==> src/rtl/pipe_hazard_ctrl.sv <==
// rtl/pipe_hazard_ctrl.sv - pipeline hazard controller: load-use stall, branch flush, memory-wait hold with timeout
//
// Purpose
//   Generates hold/bubble/flush controls for a 5-stage pipeline.
//   Priority: ERROR > memory wait > taken branch > load-use.
//   A memory wait longer than WAIT_TIMEOUT consecutive cycles locks the block in
//   ERROR (all stages held, err set) until rst_n is asserted.
//
// Parameters
//   WAIT_TIMEOUT  max consecutive memory-wait cycles tolerated (1..255)
//
// Optional feature
//   PIPE_HAZARD_STALL_CNT_EN  when defined, stall_count counts clocks with hold_if_pc
//                             high (saturating); otherwise stall_count is tied to 0.
//
// Ports
//   clk, rst_n                      clock, asynchronous active-low reset
//   id_rs, id_rt, id_uses_rt        source registers of the ID instruction
//   ex_memread, ex_rt               load in EX and its destination register
//   mem_access, mem_ready           data-memory access in MEM and its completion
//   branch_taken                    branch/jump resolved taken in EX
//   hold_if_pc .. hold_mem_wb       pipeline register holds (1 = keep contents)
//   bubble_id_ex, flush_if_id       insert NOP into ID/EX, squash IF/ID
//   err, state, stall_count         sticky timeout flag, FSM state, stall counter

module pipe_hazard_ctrl #(
  parameter int unsigned WAIT_TIMEOUT = 255
) (
  input  logic        clk,
  input  logic        rst_n,
  input  logic [4:0]  id_rs,
  input  logic [4:0]  id_rt,
  input  logic        id_uses_rt,
  input  logic        ex_memread,
  input  logic [4:0]  ex_rt,
  input  logic        mem_access,
  input  logic        mem_ready,
  input  logic        branch_taken,
  output logic        hold_if_pc,
  output logic        hold_id_ex,
  output logic        hold_ex_mem,
  output logic        hold_mem_wb,
  output logic        bubble_id_ex,
  output logic        flush_if_id,
  output logic        err,
  output logic [1:0]  state,
  output logic [31:0] stall_count
);

  typedef enum logic [1:0] {
    ST_RUN      = 2'd0,
    ST_MEM_WAIT = 2'd1,
    ST_ERROR    = 2'd2,
    ST_ILLEGAL  = 2'd3
  } state_e;

  localparam logic [7:0] TIMEOUT = 8'(WAIT_TIMEOUT);

  state_e     state_q, state_d;
  logic [7:0] wait_cnt_q, wait_cnt_d;
  logic       err_q, err_d;

  logic memwait;
  logic loaduse;
  logic hold_all_c;
  logic hold_pc_c;
  logic bubble_c;
  logic flush_c;

  assign memwait = mem_access & ~mem_ready;
  assign loaduse = ex_memread & (ex_rt != 5'd0) &
                   ((ex_rt == id_rs) | (id_uses_rt & (ex_rt == id_rt)));

  always_comb begin
    state_d    = state_q;
    wait_cnt_d = wait_cnt_q;
    err_d      = err_q;
    hold_all_c = 1'b0;
    hold_pc_c  = 1'b0;
    bubble_c   = 1'b0;
    flush_c    = 1'b0;

    // Output decode. The illegal encoding decodes like RUN for its one cycle.
    if (state_q == ST_ERROR) begin
      hold_all_c = 1'b1;
    end else if (memwait) begin
      // The EX instruction is frozen, so branch/load-use are re-evaluated after release.
      hold_all_c = 1'b1;
    end else if (branch_taken) begin
      flush_c  = 1'b1;
      bubble_c = 1'b1;
    end else if (loaduse) begin
      hold_pc_c = 1'b1;
      bubble_c  = 1'b1;
    end

    case (state_q)
      ST_RUN: begin
        if (memwait) begin
          state_d    = ST_MEM_WAIT;
          wait_cnt_d = 8'd1;
        end else begin
          wait_cnt_d = 8'd0;
        end
      end
      ST_MEM_WAIT: begin
        if (memwait) begin
          // wait_cnt_q counts wait cycles already completed; one more past the limit trips.
          if (wait_cnt_q == TIMEOUT) begin
            state_d = ST_ERROR;
            err_d   = 1'b1;
          end else begin
            wait_cnt_d = wait_cnt_q + 8'd1;
          end
        end else begin
          state_d    = ST_RUN;
          wait_cnt_d = 8'd0;
        end
      end
      ST_ERROR: begin
        state_d = ST_ERROR;
      end
      default: begin
        state_d    = ST_RUN;
        wait_cnt_d = 8'd0;
      end
    endcase
  end

  always_ff @(posedge clk or negedge rst_n) begin
    if (!rst_n) begin
      state_q    <= ST_RUN;
      wait_cnt_q <= 8'd0;
      err_q      <= 1'b0;
    end else begin
      state_q    <= state_d;
      wait_cnt_q <= wait_cnt_d;
      err_q      <= err_d;
    end
  end

  // Outputs are gated by rst_n so they clear the instant reset asserts, even
  // while the hazard inputs are still active.
  assign hold_if_pc   = rst_n & (hold_all_c | hold_pc_c);
  assign hold_id_ex   = rst_n & hold_all_c;
  assign hold_ex_mem  = rst_n & hold_all_c;
  assign hold_mem_wb  = rst_n & hold_all_c;
  assign bubble_id_ex = rst_n & bubble_c;
  assign flush_if_id  = rst_n & flush_c;
  assign err          = err_q;
  assign state        = state_q;

`ifdef PIPE_HAZARD_STALL_CNT_EN
  logic [31:0] stall_cnt_q;

  always_ff @(posedge clk or negedge rst_n) begin
    if (!rst_n) begin
      stall_cnt_q <= 32'd0;
    end else if (hold_if_pc && (stall_cnt_q != 32'hFFFF_FFFF)) begin
      stall_cnt_q <= stall_cnt_q + 32'd1;
    end
  end

  assign stall_count = stall_cnt_q;
`else
  assign stall_count = 32'd0;
`endif

endmodule

==> config.mk <==
export PLATFORM = sky130hd
export DESIGN_NAME = pipe_hazard_ctrl
export DESIGN_NICKNAME = d
export VERILOG_FILES = /design/src/rtl/pipe_hazard_ctrl.sv
export SDC_FILE = /design/constraint.sdc
export NUM_CORES = 1
export LEC_CHECK = 0
export ABC_AREA = 0
export CAP_MARGIN = 0
export CORE_ASPECT_RATIO = 0.9
export CORE_MARGIN = 4
export CORE_UTILIZATION = 66
export CTS_CLUSTER_DIAMETER = 50
export DETAILED_ROUTE_END_ITERATION = 16
export DONT_BUFFER_PORTS = 1
export PLACE_DENSITY = 0.82
export SYNTH_ARGS = -nofsm -noshare
export SYNTH_HDL_FRONTEND = slang
export SYNTH_SLANG_ARGS = --single-unit
export TNS_END_PERCENT = 20
==> constraint.sdc <==
create_clock -name clk -period 4.41 [get_ports clk]
set_input_delay 0.6615 -clock clk [delete_from_list [all_inputs] [get_ports clk]]
set_output_delay 0.6615 -clock clk [all_outputs]
set_load 0.05 [all_outputs]
-- Word-level counts from Yosys, hierarchy flattened
Index checks and enable logic that the tools add are counted.
- $add $sub $neg: 1
- equal/unequal tests: 8
- mux-type cells: 20
- bitwise logic cells: 12
- reduce and logical (&&, ||, !) cells: 5
- operators with widths (cell ; count):
    one-hot mux 8 bit (3 select lines) ; 1
    two-way mux 8 bit ; 2
    two-way mux 1 bit ; 13
    == test 5 bit ; 2
    adder 8 x 1 -> 8 bit (second input constant) ; 1
    bitwise AND 1 bit ; 8
    == test 8 bit (second input constant) ; 1
    two-way mux 2 bit ; 3
    inequality test 3 bit (second input constant) ; 2
    one-hot mux 2 bit (3 select lines) ; 1
    nonzero test 5 bit ; 1
    AND reduction 2 bit ; 2
    AND reduction 3 bit ; 1
    == test 2 x 1 -> 1 bit (second input constant) ; 1
    == test 2 bit (second input constant) ; 1
    zero test 2 bit ; 1
    inequality test 2 bit (second input constant) ; 1
    NOT 1 bit ; 2
    bitwise OR 1 bit ; 2
- bits in registers: 11
- output and inout bits: 41
- logic and storage cells: 49

-- Logic depth before layout (Yosys ltp)
- depth in word-level cells: 10
- depth in mapped cells: 5

-- Least setup slack after synthesis
OpenSTA, ideal clock, no wires.
- path kind: in2out
- from: input port ex_rt[3]
- to: output port hold_if_pc
- arrival time: 2872 ps
- data required time: 3749 ps
- path slack: 876 ps
- cell stages on the path: 4
- buffers on the path: 0
- cells stage by stage: xor2_1 nor4_1 a32oi_1 o41ai_1
- longest elaborated chain between the ends: 10
- elaborated cells on any way between the ends: 13
- classes of those cells: eq/ne (2); mux (4); bitwise (6); reduce/logical (1)
- RTL lines (what ; RTL line ; source):
    from (decl) ; 35 ; input logic [4:0] ex_rt,
    == test 5 bit ; 72 ; ((ex_rt == id_rs) | (id_uses_rt & (ex_rt == id_rt)));
    bitwise AND 1 bit ; 72 ;
    bitwise OR 1 bit ; 72 ;
    bitwise AND 1 bit (*) ; 71 ; assign loaduse = ex_memread & (ex_rt != 5'd0) &
    two-way mux 1 bit (*) ; 92 ; end else if (loaduse) begin
    two-way mux 1 bit (*) ; 89 ; end else if (branch_taken) begin
    two-way mux 1 bit (*) ; 86 ; end else if (memwait) begin
    two-way mux 1 bit (*) ; 84 ; if (state_q == ST_ERROR) begin
    bitwise OR 1 bit (*) ; 144 ; assign hold_if_pc = rst_n & (hold_all_c | hold_pc_c);
    bitwise AND 1 bit (*) ; 144 ;
    to (decl) ; 39 ; output logic hold_if_pc,
Every way passes the cells marked *; elsewhere a longest branch is shown, timed or not.

-- Final worst setup path
- from: register state_q[0] (netlist: state[0])
- to: output port bubble_id_ex
- longest elaborated chain between the ends: 3
- RTL lines (what ; RTL line ; source):
    from (decl) ; 59 ; state_e state_q, state_d;
    from (signal assigned) ; 136 ; state_q <= state_d;
    == test 2 bit ; 84 ;
    two-way mux 1 bit ; 84 ;
    bitwise AND 1 bit ; 148 ; assign bubble_id_ex = rst_n & bubble_c;
    to (decl) ; 43 ; output logic bubble_id_ex,
Every way passes these cells.

==> impl_results.md <==
* Status: finished clean
* Layout overhead on the synthesized area at -5.457%
* Most common cell after layout, fill and taps aside: conb_1
* Most frequent cells in the layout: conb_1, dfrtp_1, xor2_1
* Initial antenna violation count at 0
* Cell taking the most area after synthesis: dfrtp_1
* Worst-path fanout max at 7
* Top_reg_cell synth: dfrtp_1
* Slew margin rel. at 35.54%
* Critical path launch point type: register
* Final Skew at 0.005925 ns
* Fillers at 123
* Vias at 747
* Die ar. at 2303 um2
* Pwr Total at 266.7 uW
* CTS clk-pin slew, worst paths at 0.07 ns
* Largest net degree at the start of global routing at 16
* Leak pwr at 0.0004940 uW
* Synth top area share at 26.10%
* Clock sink total at 11
* Starting DRT DRC Count at 6
* Port buffer count at 0
* Setup TNS at 0 ns
* Crit-path max cell delay at 0.78 ns
* ANT nets after route at 0
* CTS tree: yes
* Multi-input logic area at 630.6 um2
* Crit path kind: register to primary output
* Clock Latency Late Sink at 0.28 ns
* Total wire length at 1852 um
* Fin cells at 144
* Vias in the first global route at 679
* CP top delay family: compound AO/OA/AOI/OAI gates
* Final period util at 72.13%
* Die Wd at 50.14 um
* Mapped Area at 1055 um2
* Overall routing resource usage at 17.35%
* Number of synthesized flops with an enable pin at 0
* Syn. warnings at 0
* FF+latch count, synth at 11
* WP data arrival at 2.52 ns
* F_max at 314.4 MHz
* Synth Instances at 119
* Fin. Hold Viols at 0
* Share of cells above drive strength 1 at 13.11%
* Crit-path cells: or2b_4 -> a21boi_0 -> nand2_1 -> o31ai_2
* Asr flop ratio synth at 100.0%
* Maximum vdd drop at 0.1595 mV
* CP max-delay cell: o31ai_2
* Setup Buffers After CTS at 0
* CP Capture Type: primary output
* Total gr overflow at 0
* Largest cells by area after synthesis: dfrtp_1, buf_4, xor2_1, a21oi_1, nand4bb_4
* Pwr per Cell Area at 267.4 nW/um2
* Dpl hpwl at 1561 um
* First-pass GRT wire length at 2925 um
* Drt first pass iters at 4
* Design area at 997.2 um2
* Worst Tran Pin Value at 0.9612 ns
* Final Wtd Congestion at 0.7692
* RSZ-0062 raised after global routing: false
* Routed wire per std cell at 12.86 um
* Clk buf depth at 2
* Hold Slack at 0.06758 ns
* CTS root buf: clkbuf_4
* Residual DRC at 0
* CTS resizes at 0
* Core ar. at 1480 um2
* HP Class: input port to asynchronous set/reset pin
* Antenna diodes at 0
* Reg area at 275.3 um2
* Row count at 13
* Slew Limit Fails at 0
* Via/cell ratio at 5.188
* I/O pin cnt at 63
* # H-tree levels at 1
* Buf/Inv on CP at 0
* Initial Util at 71.26%
* DP Cell Count at 140
* MaxCap Viol Count at 0
* Post-synth cell types at 36
* Seq/Total Area, Yosys at 26.10%
* Setup violators final at 0
* Die Y at 45.93 um
* Cts hold-fix bufs at 0
* Critical Path RT at 3.75 ns
* Num CTS Buffers at 3
* DP Area at 970.9 um2
* Syn_area_per_cell at 8.864 um2
* Min Tclk post-route at 3.181 ns
* Nets at 146
[power breakdown]
group,switching (uW),total [uW],internal [uW]
logic,78.7,89.4,10.7
clock network,35.3,70.5,35.2
registers,4.48,107,102
[through the flow]
step | setup slack (ns) | util [%]
final | 1.229 | 67.37
after global routing | 1.082 | 67.37
after CTS | 1.196 | 67.37
after detailed placement | 1.514 | 65.60
after global placement | 1.596 | 65.60
after floorplan | 0.8761 | -
[registers in the layout (all words and copies together), names as in the netlist]
| register | flops |
|---|---|
| err | 1 |
| state | 2 |
| wait_cnt_q | 8 |
[routing by layer]
metal / track usage [%] / vias up / wire [um]
li1: - / 358 / -
met2: 30.73 / 45 / 905
met4: 6.630 / 0 / 27
met1: 19.00 / 342 / 694
met5: 0 / - / 0
met3: 6.557 / 2 / 224
[synth_stat cells (all sizes together) (2+ instances only)]
library cell / number
nor3: 2
nand2: 4
o41ai: 2
nor2: 4
o21ai: 7
nand3: 4
dfrtp: 11
and3: 3
o31ai: 2
buf: 34
a21oi: 9
nor4: 2
xor2: 10
nand4: 2
inv: 6
or3: 3
a21boi: 2
[final cells by class]
class	instances	area share, %
timing repair buffer	2	1.506
multi-input combinational	99	63.24
tap	22	2.760
clock buffer	4	2.635
inverter	6	2.258
sequential	11	27.60
[path summary, 6_finish.rpt]
| path | from | endpoint | slack (ns) | cells past startpoint |
|---|---|---|---|---|
| worst max-delay path | state[0]$_DFFE_PN0P_ | bubble_id_ex | 1.23 | 4 |
| worst min-delay path | rst_n | wait_cnt_q[2]$_DFFE_PN0P_ | 0.07 | 0 |
| worst max register to register | state[1]$_DFFE_PN0P_ | wait_cnt_q[3]$_DFFE_PN0P_ | 2.53 | 4 |
| worst min register to register | wait_cnt_q[1]$_DFFE_PN0P_ | wait_cnt_q[1]$_DFFE_PN0P_ | 0.53 | 2 |
| max in group asynchronous | rst_n | err$_DFFE_PN0P_ | 4.27 | 0 |
| min in group clk | wait_cnt_q[1]$_DFFE_PN0P_ | wait_cnt_q[1]$_DFFE_PN0P_ | 0.53 | 2 |
[logic make-up (layout without fill, tap and decap cells)]
family | after synthesis | in the layout | synth area share, %
adders and majority gates | 1 | 1 | 1.186
AOI/OAI and AO/OA | 25 | 25 | 16.84
xor gates and xnor gates | 11 | 11 | 9.134
other | 1 | 32 | 0.3555
DFF | 11 | 11 | 26.10
and+or+nand+nor | 30 | 30 | 20.05
buffers and inverters | 40 | 12 | 26.33
Note: power is estimated with default switching activity, not from simulation.
==> edit: new RTL, same flow settings <==
The option `PIPE_HAZARD_STALL_CNT_EN` is turned on by a define.
--- a/src/rtl/pipe_hazard_ctrl.sv
+++ b/src/rtl/pipe_hazard_ctrl.sv
@@ -22,6 +22,8 @@
 //   hold_if_pc .. hold_mem_wb       pipeline register holds (1 = keep contents)
 //   bubble_id_ex, flush_if_id       insert NOP into ID/EX, squash IF/ID
 //   err, state, stall_count         sticky timeout flag, FSM state, stall counter
+
+`define PIPE_HAZARD_STALL_CNT_EN
 
 module pipe_hazard_ctrl #(
   parameter int unsigned WAIT_TIMEOUT = 255
Formal check against the unedited RTL: not equivalent (Yosys sat finds a counterexample within 4 cycles, from zero or initial values and one cycle with rst_n low).
==> edit against the original RTL <==
Power rose to 3.5 times the old value; sequential cell count up 32; area after synthesis up 110%; highest routed layer unchanged; worst setup slack worse by 0.044 ns; design area up 140%; count of clock-buffer cells in the layout up 4; synthesized cell count up 92%; wire length rose to 2.5 times the old value; largest power group unchanged.
==> edit: results (changes against the original RTL) <==
# clock sinks: 43 (+32)
largest net degree at the start of global routing: 47 (+31)
Clock Skew: 0.00337 ns (-0.00256 ns)
CTS Buf Count: 5 (+2)
Skew-Pair Late Insertion Delay: 0.30 ns (+0.02 ns)
area of the multi-input gates: 1090 um^2 (+73%)
htree depth: 2 (+1)
share of layout cells above drive strength 1: 6.90% (-6.2 points)
routed wire length per instance: 16.9 um (+32%)
status: finished clean
Worst Reg-to-Reg Cells: 8 (+4)
Nets: 255 (+75%)
GPL Wtd Cong: 0.837 (+8.9%)
Reg clk slew, reported paths: 0.08 ns
#MultiIn Comb: 174 (+76%)
commonest cells in the netlist: dfrtp_1 (43), nand2_1 (30), xnor2_1 (25)
# fillers: 224 (+82%)
sequential element share of the synthesized area: 48.3% (+22 points)
HPWL Detailed: 3.37 mm (+120%)
Root Buffer: clkbuf_8
slew margin rel.: 41.1% (+5.5 points)
crit path DAT: 3.39 ns (+0.87 ns)
via count: 1682 (+130%)
CTS resizes: 0 (unchanged)
Netlist cell types: 29 (-19%)
DP Cell Count: 266 (+90%)
vias in the first global route: 1666 (+150%)
Synth Area in Compound Gates: 4.94% (-12 points)
Max VDD drop: 399 uV (+150%)
Synth Area in Adders: 1.12% (-0.063 points)
first-pass GRT wire length: 8.16 mm (+180%)
WL final: 4.64 mm (+150%)
Mapped Cells: 228 (+92%)
Reg2Reg Setup Slack: 1.18 ns (-1.35 ns)
Psw: 0.000335 W (+180%)
max reg flops: 32 (+24)
Worst Setup SP: state[1]
ranking of synthesized cells by area: dfrtp_1 (48%), xnor2_1 (9.8%), xor2_1 (7.9%)
All-Layer GR Usage: 23.2% (+5.8 points)
non-clk buf share: 0.320% (-1.2 points)
Synth Area in XOR/XNOR: 17.7% (+8.6 points)
Seq area share: 45.8% (+18 points)
bufs w/o clock: 1 (-1)
Critical Path End: stall_count[4]
critical path fanouts, max: 11 (+4)
Pleak: 1.06 nW (+110%)
-- edit: cell types whose count changed in the layout (fill, tap and decap cells not counted), moves of 5 or more --
cell,before,now
clkbuf_8,0,7
nor2_1,3,23
conb_1,32,0
nor4_1,1,6
dfrtp_1,11,43
nand3_1,3,21
xor2_1,10,20
nor3_1,2,10
nand2_1,4,30
nand4_1,2,10
xnor2_1,1,25
-- edit: layer usage --
metal	vias to the layer above	share of wire, %	track usage [%]
li1	782	-	-
met3	7	9.5	7.79
met1	815	42	30.2
met2	78	47	36.0
met5	-	0	0
met4	0	1.7	8.78
-- edit: power groups by stage --
stage / clock, W / combinational (W) / sequential (W)
5_1_grt: 0.000299 / 0.0000927 / 0.000585
6_report: 0.000276 / 0.0000818 / 0.000578
3_3_place_gp: 0 / 0.0000793 / 0.000583
3_5_place_dp: 0 / 0.0000822 / 0.000585
2_1_floorplan: 0 / 0.0000739 / 0.000572
4_1_cts: 0.000277 / 0.0000822 / 0.000578
-- edit: stage by stage --
step	power (W)	hold WS (ns)	util [%]	setup slack, ns	instance area [um^2]
after floorplan	0.000646	0.366	-	1.34	2230
after global placement	0.000662	0.367	71.6	1.34	2250
after detailed placement	0.000667	0.367	71.6	1.23	2250
after CTS	0.000937	0.0459	74.8	1.21	2350
after global routing	0.000976	0.0293	74.8	0.937	2350
final	0.000936	0.0496	74.8	1.18	2350
-- edit: critical path, cell delays in order, from the launching register on --
cell	delay, ns
dfrtp_1	0.66
nor2b_1	0.28
a21oi_1	0.12
nor2b_4	0.12
buf_4	0.38
a41o_2	0.36
a21boi_1	0.75
nand4_1	0.23
xnor2_1	0.18
